**config.mk**
```make
export PLATFORM = sky130hd
export DESIGN_NAME = keypad_matrix_scanner
export DESIGN_NICKNAME = d
export VERILOG_FILES = /design/src/rtl/keypad_matrix_scanner.sv
export SDC_FILE = /design/constraint.sdc
export NUM_CORES = 1
export LEC_CHECK = 0
export ABC_CLOCK_PERIOD_IN_PS = 2450
export CORE_MARGIN = 3
export CORE_UTILIZATION = 60
export CTS_BUF_LIST = sky130_fd_sc_hd__clkbuf_4
export CTS_CLUSTER_DIAMETER = 30
export CTS_CLUSTER_SIZE = 8
export DETAILED_ROUTE_END_ITERATION = 12
export DONT_BUFFER_PORTS = 1
export PLACE_DENSITY = 0.76
export SYNTH_ARGS = -nofsm -noshare
export SYNTH_HDL_FRONTEND = slang
export SYNTH_SLANG_ARGS = --single-unit
```
**constraint.sdc**
```tcl
create_clock -name clock -period 2.45 [get_ports clock]
set_clock_uncertainty 0.2 [all_clocks]
set_input_delay 0.735 -clock clock [delete_from_list [all_inputs] [get_ports clock]]
set_output_delay 0.735 -clock clock [all_outputs]
set_load 0.02 [all_outputs]
```
**src/rtl/keypad_matrix_scanner.sv**
```systemverilog
// -----------------------------------------------------------------------------
// keypad_matrix_scanner
//
// Scans a ROWS x COLS key matrix one column at a time. Each column is driven
// for SCAN_CYCLES clocks. On the last clock of a column the synchronised row
// lines are sampled. A closed key is then filtered for DEBOUNCE_CNT clocks
// before it is accepted. Release is filtered the same way. One shared counter
// provides both the scan dwell and the debounce windows.
//
// Ports
//   clock        system clock, all logic on the rising edge
//   reset        asynchronous, active-high, clears all state
//   row_in       raw row lines, active-high, asynchronous to clock
//   col_out      one-hot active-high column drive
//   key_code     row_idx*COLS + col_idx of the current or last accepted key
//   key_valid    one-cycle pulse when a debounced press is accepted
//   key_release  one-cycle pulse when a debounced release is accepted
//   key_held     level, high while a debounced key is down
//
// Build option
//   KEY_REPEAT_EN  When defined, a held key re-pulses key_valid. The first
//                  repeat comes after REPEAT_DELAY clocks in DOWN. Later
//                  repeats come every REPEAT_PERIOD clocks. When the macro is
//                  undefined, no repeat logic is built.
// -----------------------------------------------------------------------------
module keypad_matrix_scanner #(
  parameter int ROWS          = 4,
  parameter int COLS          = 4,
  parameter int SCAN_CYCLES   = 1000,
  parameter int DEBOUNCE_CNT  = 1000000,
  parameter int REPEAT_DELAY  = 25000000,
  parameter int REPEAT_PERIOD = 5000000
) (
  input  logic                         clock,
  input  logic                         reset,
  input  logic [ROWS-1:0]              row_in,
  output logic [COLS-1:0]              col_out,
  output logic [$clog2(ROWS*COLS)-1:0] key_code,
  output logic                         key_valid,
  output logic                         key_release,
  output logic                         key_held
);

  localparam int KW      = $clog2(ROWS * COLS);
  localparam int CIW     = $clog2(COLS);
  localparam int RIW     = $clog2(ROWS);
  localparam int CNT_MAX = (SCAN_CYCLES > DEBOUNCE_CNT) ? SCAN_CYCLES : DEBOUNCE_CNT;
  localparam int CW      = $clog2(CNT_MAX);

  localparam logic [COLS-1:0] COL_FIRST = COLS'(1);

  typedef enum logic [1:0] {
    S_SCAN    = 2'd0,
    S_FILTER0 = 2'd1,
    S_DOWN    = 2'd2,
    S_FILTER1 = 2'd3
  } state_t;

  // Synchroniser stages. r_rs is the only view of the rows the FSM uses.
  logic [ROWS-1:0] r_sync1;
  logic [ROWS-1:0] r_rs;

  state_t          r_state;
  logic [CW-1:0]   r_cnt;
  logic [CIW-1:0]  r_col_idx;
  logic [RIW-1:0]  r_row_idx;
  logic [COLS-1:0] r_col_out;
  logic [KW-1:0]   r_key_code;
  logic            r_key_valid;
  logic            r_key_release;
  logic            r_key_held;

  logic            w_scan_done;
  logic            w_filt_done;
  logic            w_row_hit;
  logic [CIW-1:0]  w_col_next;
  logic [RIW-1:0]  w_low_row;
  logic [KW-1:0]   w_code;

`ifdef KEY_REPEAT_EN
  localparam int RPT_MAX = (REPEAT_DELAY > REPEAT_PERIOD) ? REPEAT_DELAY : REPEAT_PERIOD;
  localparam int RW      = (RPT_MAX < 2) ? 1 : $clog2(RPT_MAX);

  logic [RW-1:0] r_rep_cnt;
  logic          r_rep_phase;  // 0: waiting for the first repeat, 1: periodic
  logic          w_rep_fire;

  assign w_rep_fire = r_rep_phase ? (r_rep_cnt == RW'(REPEAT_PERIOD - 1))
                                  : (r_rep_cnt == RW'(REPEAT_DELAY - 1));
`endif

  // Marker block that appears only in an out-of-range configuration. This
  // keeps every parameter referenced in both builds.
  if (ROWS < 2 || ROWS > 8 || COLS < 2 || COLS > 8 || SCAN_CYCLES < 3 ||
      DEBOUNCE_CNT < 2 || REPEAT_DELAY < 1 || REPEAT_PERIOD < 1) begin : g_cfg_out_of_range
  end

  assign w_scan_done = (r_cnt == CW'(SCAN_CYCLES - 1));
  assign w_filt_done = (r_cnt == CW'(DEBOUNCE_CNT - 1));
  assign w_row_hit   = r_rs[r_row_idx];
  assign w_col_next  = (r_col_idx == CIW'(COLS - 1)) ? '0 : r_col_idx + 1'b1;
  assign w_code      = KW'(int'(r_row_idx) * COLS + int'(r_col_idx));

  // Lowest-index set row wins when several keys share the column. The loop
  // runs downward, so the last assignment made is the lowest index.
  always_comb begin
    // NOTE: default assignment first so no path leaves w_low_row unassigned (no latch).
    w_low_row = '0;
    for (int i = ROWS - 1; i >= 0; i--) begin
      if (r_rs[i]) w_low_row = RIW'(i);
    end
  end

  // Two-flop synchroniser for the asynchronous row lines.
  always_ff @(posedge clock or posedge reset) begin
    if (reset) begin
      r_sync1 <= '0;
      r_rs    <= '0;
    end else begin
      // NOTE: non-blocking assignments, so r_rs takes the old r_sync1 (a true two-stage shift).
      r_sync1 <= row_in;
      r_rs    <= r_sync1;
    end
  end

  // Scan and debounce FSM. All outputs are registered here.
  always_ff @(posedge clock or posedge reset) begin
    if (reset) begin
      r_state       <= S_SCAN;
      r_cnt         <= '0;
      r_col_idx     <= '0;
      r_row_idx     <= '0;
      r_col_out     <= COL_FIRST;
      r_key_code    <= '0;
      r_key_valid   <= 1'b0;
      r_key_release <= 1'b0;
      r_key_held    <= 1'b0;
`ifdef KEY_REPEAT_EN
      r_rep_cnt     <= '0;
      r_rep_phase   <= 1'b0;
`endif
    end else begin
      // Pulses default low and are raised for a single cycle below.
      r_key_valid   <= 1'b0;
      r_key_release <= 1'b0;

      case (r_state)
        S_SCAN: begin
          if (w_scan_done) begin
            r_cnt <= '0;
            if (r_rs == '0) begin
              r_col_idx <= w_col_next;
              r_col_out <= COL_FIRST << w_col_next;
            end else begin
              r_row_idx <= w_low_row;
              r_state   <= S_FILTER0;
            end
          end else begin
            r_cnt <= r_cnt + 1'b1;
          end
        end

        S_FILTER0: begin
          if (w_filt_done) begin
            r_cnt <= '0;
            if (w_row_hit) begin
              r_state     <= S_DOWN;
              r_key_valid <= 1'b1;
              r_key_held  <= 1'b1;
              r_key_code  <= w_code;
            end else begin
              // The closure did not last the whole window. Skip this column.
              r_state   <= S_SCAN;
              r_col_idx <= w_col_next;
              r_col_out <= COL_FIRST << w_col_next;
            end
          end else begin
            r_cnt <= r_cnt + 1'b1;
          end
        end

        S_DOWN: begin
          // Only the latched row/column is watched. Other keys are ignored.
          if (!w_row_hit) begin
            r_state <= S_FILTER1;
            r_cnt   <= '0;
`ifdef KEY_REPEAT_EN
            // If a bounce returns us to DOWN, the repeat timing restarts
            // from zero.
            r_rep_cnt   <= '0;
            r_rep_phase <= 1'b0;
`endif
          end
`ifdef KEY_REPEAT_EN
          else if (w_rep_fire) begin
            r_key_valid <= 1'b1;
            r_rep_cnt   <= '0;
            r_rep_phase <= 1'b1;
          end else begin
            r_rep_cnt <= r_rep_cnt + 1'b1;
          end
`endif
        end

        S_FILTER1: begin
          if (w_filt_done) begin
            r_cnt <= '0;
            if (!w_row_hit) begin
              r_state       <= S_SCAN;
              r_key_release <= 1'b1;
              r_key_held    <= 1'b0;
              r_col_idx     <= w_col_next;
              r_col_out     <= COL_FIRST << w_col_next;
            end else begin
              // Release bounce: the key is still down, so return without a pulse.
              r_state <= S_DOWN;
            end
          end else begin
            r_cnt <= r_cnt + 1'b1;
          end
        end

        default: begin
          r_state <= S_SCAN;
          r_cnt   <= '0;
        end
      endcase
    end
  end

  assign col_out     = r_col_out;
  assign key_code    = r_key_code;
  assign key_valid   = r_key_valid;
  assign key_release = r_key_release;
  assign key_held    = r_key_held;

endmodule
```
==> summary.txt <==
Run status
  – Outcome: complete, no violations

Setup path
  – Critical Path End Type: flop
  – Critical path's top delay family: simple AND/OR/NAND/NOR gates
  – Cells on worst reg2reg path: 5
  – RR Endpoint: key_code[0]
  – Critical path, cell by cell: or4b_4 -> nor4_4 -> nand3_4 -> nor3_4 -> mux2_2
  – FF-to-FF Start: r_cnt[6]
  – Flop-to-flop setup slack: 130 ps
  – Slowest cell on crit path: or4b_4
  – Critical Path Fanout Max: 6
  – Critical path class: reg -> reg
  – CP required: 2510 ps
  – Critical Path AT: 2380 ps
  – Crit path buf inv count: 0
  – Startpoint types: flop
  – Crit path largest cell delay: 560 ps

Clock network
  – Worst-case clock buffer depth: 2
  – H-tree lvl count: 2
  – Root Driver: clkbuf_4
  – Clock-pin transition on the worst setup and hold timing paths: 140 ps
  – Clock sinks: 45
  – Cts bufs inserted: 5
  – Clk_lat worst skew: 360 ps
  – Hold-fix buffer count after cts: 0
  – CTS tree: yes
  – Post-CTS sizing: 0
  – Setup Buffers After CTS: 0

Floorplanning
  – IO Count: 17
  – Die height: 66.5 microns
  – Rows: 21
  – Initial Util: 63.9%
  – Die footprint: 0.00443 sq mm
  – CORE AREA: 0.00344 sq mm
  – Die X: 66.5 microns

Synth
  – Avg Inst Size Synth: 11.2 sq um
  – Synth warnings: 0
  – Post-synth EDFFs: 0
  – Cell Area, Synth: 0.00220 sq mm
  – Gate Count Post-Synth: 196
  – Synthesized flop and latch total: 45
  – Synth cell types: 39
  – Syn nets: 208
  – FFs w/ async S/R, synth: 100%
  – Synth Flop Type: dfrtp_1
  – Seq/Total Area, Yosys: 51.3%

Route
  – Drt via density: 5.84
  – TritonRoute pass-1 iters: 4
  – WL/cell: 15.1 microns
  – Via Count: 1472
  – DRC errors left: 0
  – DR iter-0 viols: 96
  – Final antenna-violating net count: 0
  – Final wirelength: 3810 microns

Placed design
  – Detailed placer's ending HPWL: 2810 microns
  – Gp weighted congestion: 0.894
  – Post-DP Area: 0.00229 sq mm
  – Buffers on Ports: 0
  – Inst Count DP: 244
  – Dpl ws: 145 ps

Timing
  – Final setup vio count: 0
  – Final hold slack: 163 ps
  – RSZ-0062 raised after global routing: true
  – Hold Vio Cnt, Final: 0
  – Setup TNS Final: 0 ps
  – Min cycle time layout: 2320 ps
  – Max-slew violations: 0
  – Fin crit share: 94.6%
  – Max Clk Rate: 432 MHz
  – Relative slew slack: 57.3%
  – Setup WS post-layout: 133 ps
  – Worst slew pin tran: 635 ps

Cells and area
  – Commonest non-fill, non-tap cell in the layout: dfrtp_1
  – Area Overhead vs Synth: 6.77%
  – Fin area: 0.00235 sq mm
  – Antenna diodes: 0
  – Nets: 217
  – Filler Cells Inserted: 268
  – Commonest non-fill, non-tap cells in the layout: dfrtp_1, nor2_1, nand2_1
  – Post-layout util: 68.2%
  – Layout cell share with drive strength beyond 1: 17.5%
  – Non-Filler Instances: 252

Power
  – Peak VDD IR: 463 uV
  – Pwr per Cell Area: 485 mW/mm^2
  – Total power: 1.14 mW
  – Pleak: 1.05 nW

Global routing
  – Gr ovfl total: 0
  – Vias in the first global route: 1510
  – All-Layer GR Usage: 20.3%
  – Largest net degree at the start of global routing: 46
  – First-pass GRT wire length: 6750 microns
  – Initial antenna violation count: 0

Worst hold path
  – Hold Crit Class: in -> async

Job
  – Max cap viols: 0
## cell usage after synthesis (3+ instances only)
master,number,area share (%)
nor2_1,24,4.1
o21a_1,6,2.0
and3_1,3,0.85
inv_1,5,0.85
and2_1,3,0.85
a21oi_1,5,1.1
nand3_1,9,2.0
o21ai_0,4,0.91
mux2_2,10,5.1
xor2_1,9,3.6
dfrtp_1,44,50
ha_1,6,3.4
nand4_1,7,2.0
nor2b_1,4,1.1
nor3_1,6,1.4
nand2_1,13,2.2
xnor2_1,9,3.6
nor4_1,5,1.4
## worst register-to-register path, cell delays in order (launching register included)
cell and delay, ps:
dfrtp_1 460, or4b_4 560, nor4_4 280, nand3_4 160
nor3_4 220, mux2_2 360
## power breakdown
part	leakage [nW]	internal [mW]	total [mW]	switching (mW)
registers	0.592	0.749	0.754	0.00412
clock network	0.0318	0.117	0.363	0.246
logic	0.426	0.00486	0.0229	0.0180
## cells by family (layout without fill, tap and decap cells)
kind of cell,count (synthesis),in the layout,share of synthesized area [%]
fa+ha+maj,6,6,3.41
simple gates,84,84,22.2
buf+inv,10,20,2.50
flops,45,45,51.3
compound gates,22,22,7.28
xor+xnor,18,18,7.17
mux,11,11,6.14
## layer usage
layer / vias to the layer above / wire length (microns) / track usage [%]
li1: 709 / - / -
met1: 715 / 1770 / 25.9
met2: 42 / 1770 / 31.6
met3: 6 / 207 / 6.58
met4: 0 / 59 / 8.38
met5: - / 0 / 0
## registers in the layout, summed over array words and instances, names as in the netlist, named ones only
name,count
r_sync1,4
key_valid,1
key_held,1
col_out,4
key_code,4
r_rs,4
r_state,1
key_release,1
r_cnt,20
r_row_idx,2
r_col_idx,2
## area by class of cell
class                      instances  area (sq um)  area share (%)
clock buffer                       5          37.5            1.60
sequential                        45          1130            48.0
inverter                           5          18.8           0.799
tap                               46          57.6            2.45
multi-input combinational        141          1020            43.3
clock inverter                     3          25.0            1.07
timing repair buffer               7          65.1            2.77
## how the worst max path moves through the flow
stage	end	from	slack (ps)	depth (start not counted)
6_report	key_code[0]	r_cnt[6]	130	5
5_1_grt	r_col_idx[0]	r_cnt[0]	-0.4	6
4_1_cts	key_code[0]	r_cnt[6]	130	5
3_5_place_dp	key_code[0]	r_cnt[6]	150	5
3_3_place_gp	key_code[3]	r_cnt[6]	180	5
2_1_floorplan	key_code[0]	r_cnt[6]	250	5
Power figures use the tool's default switching activity.
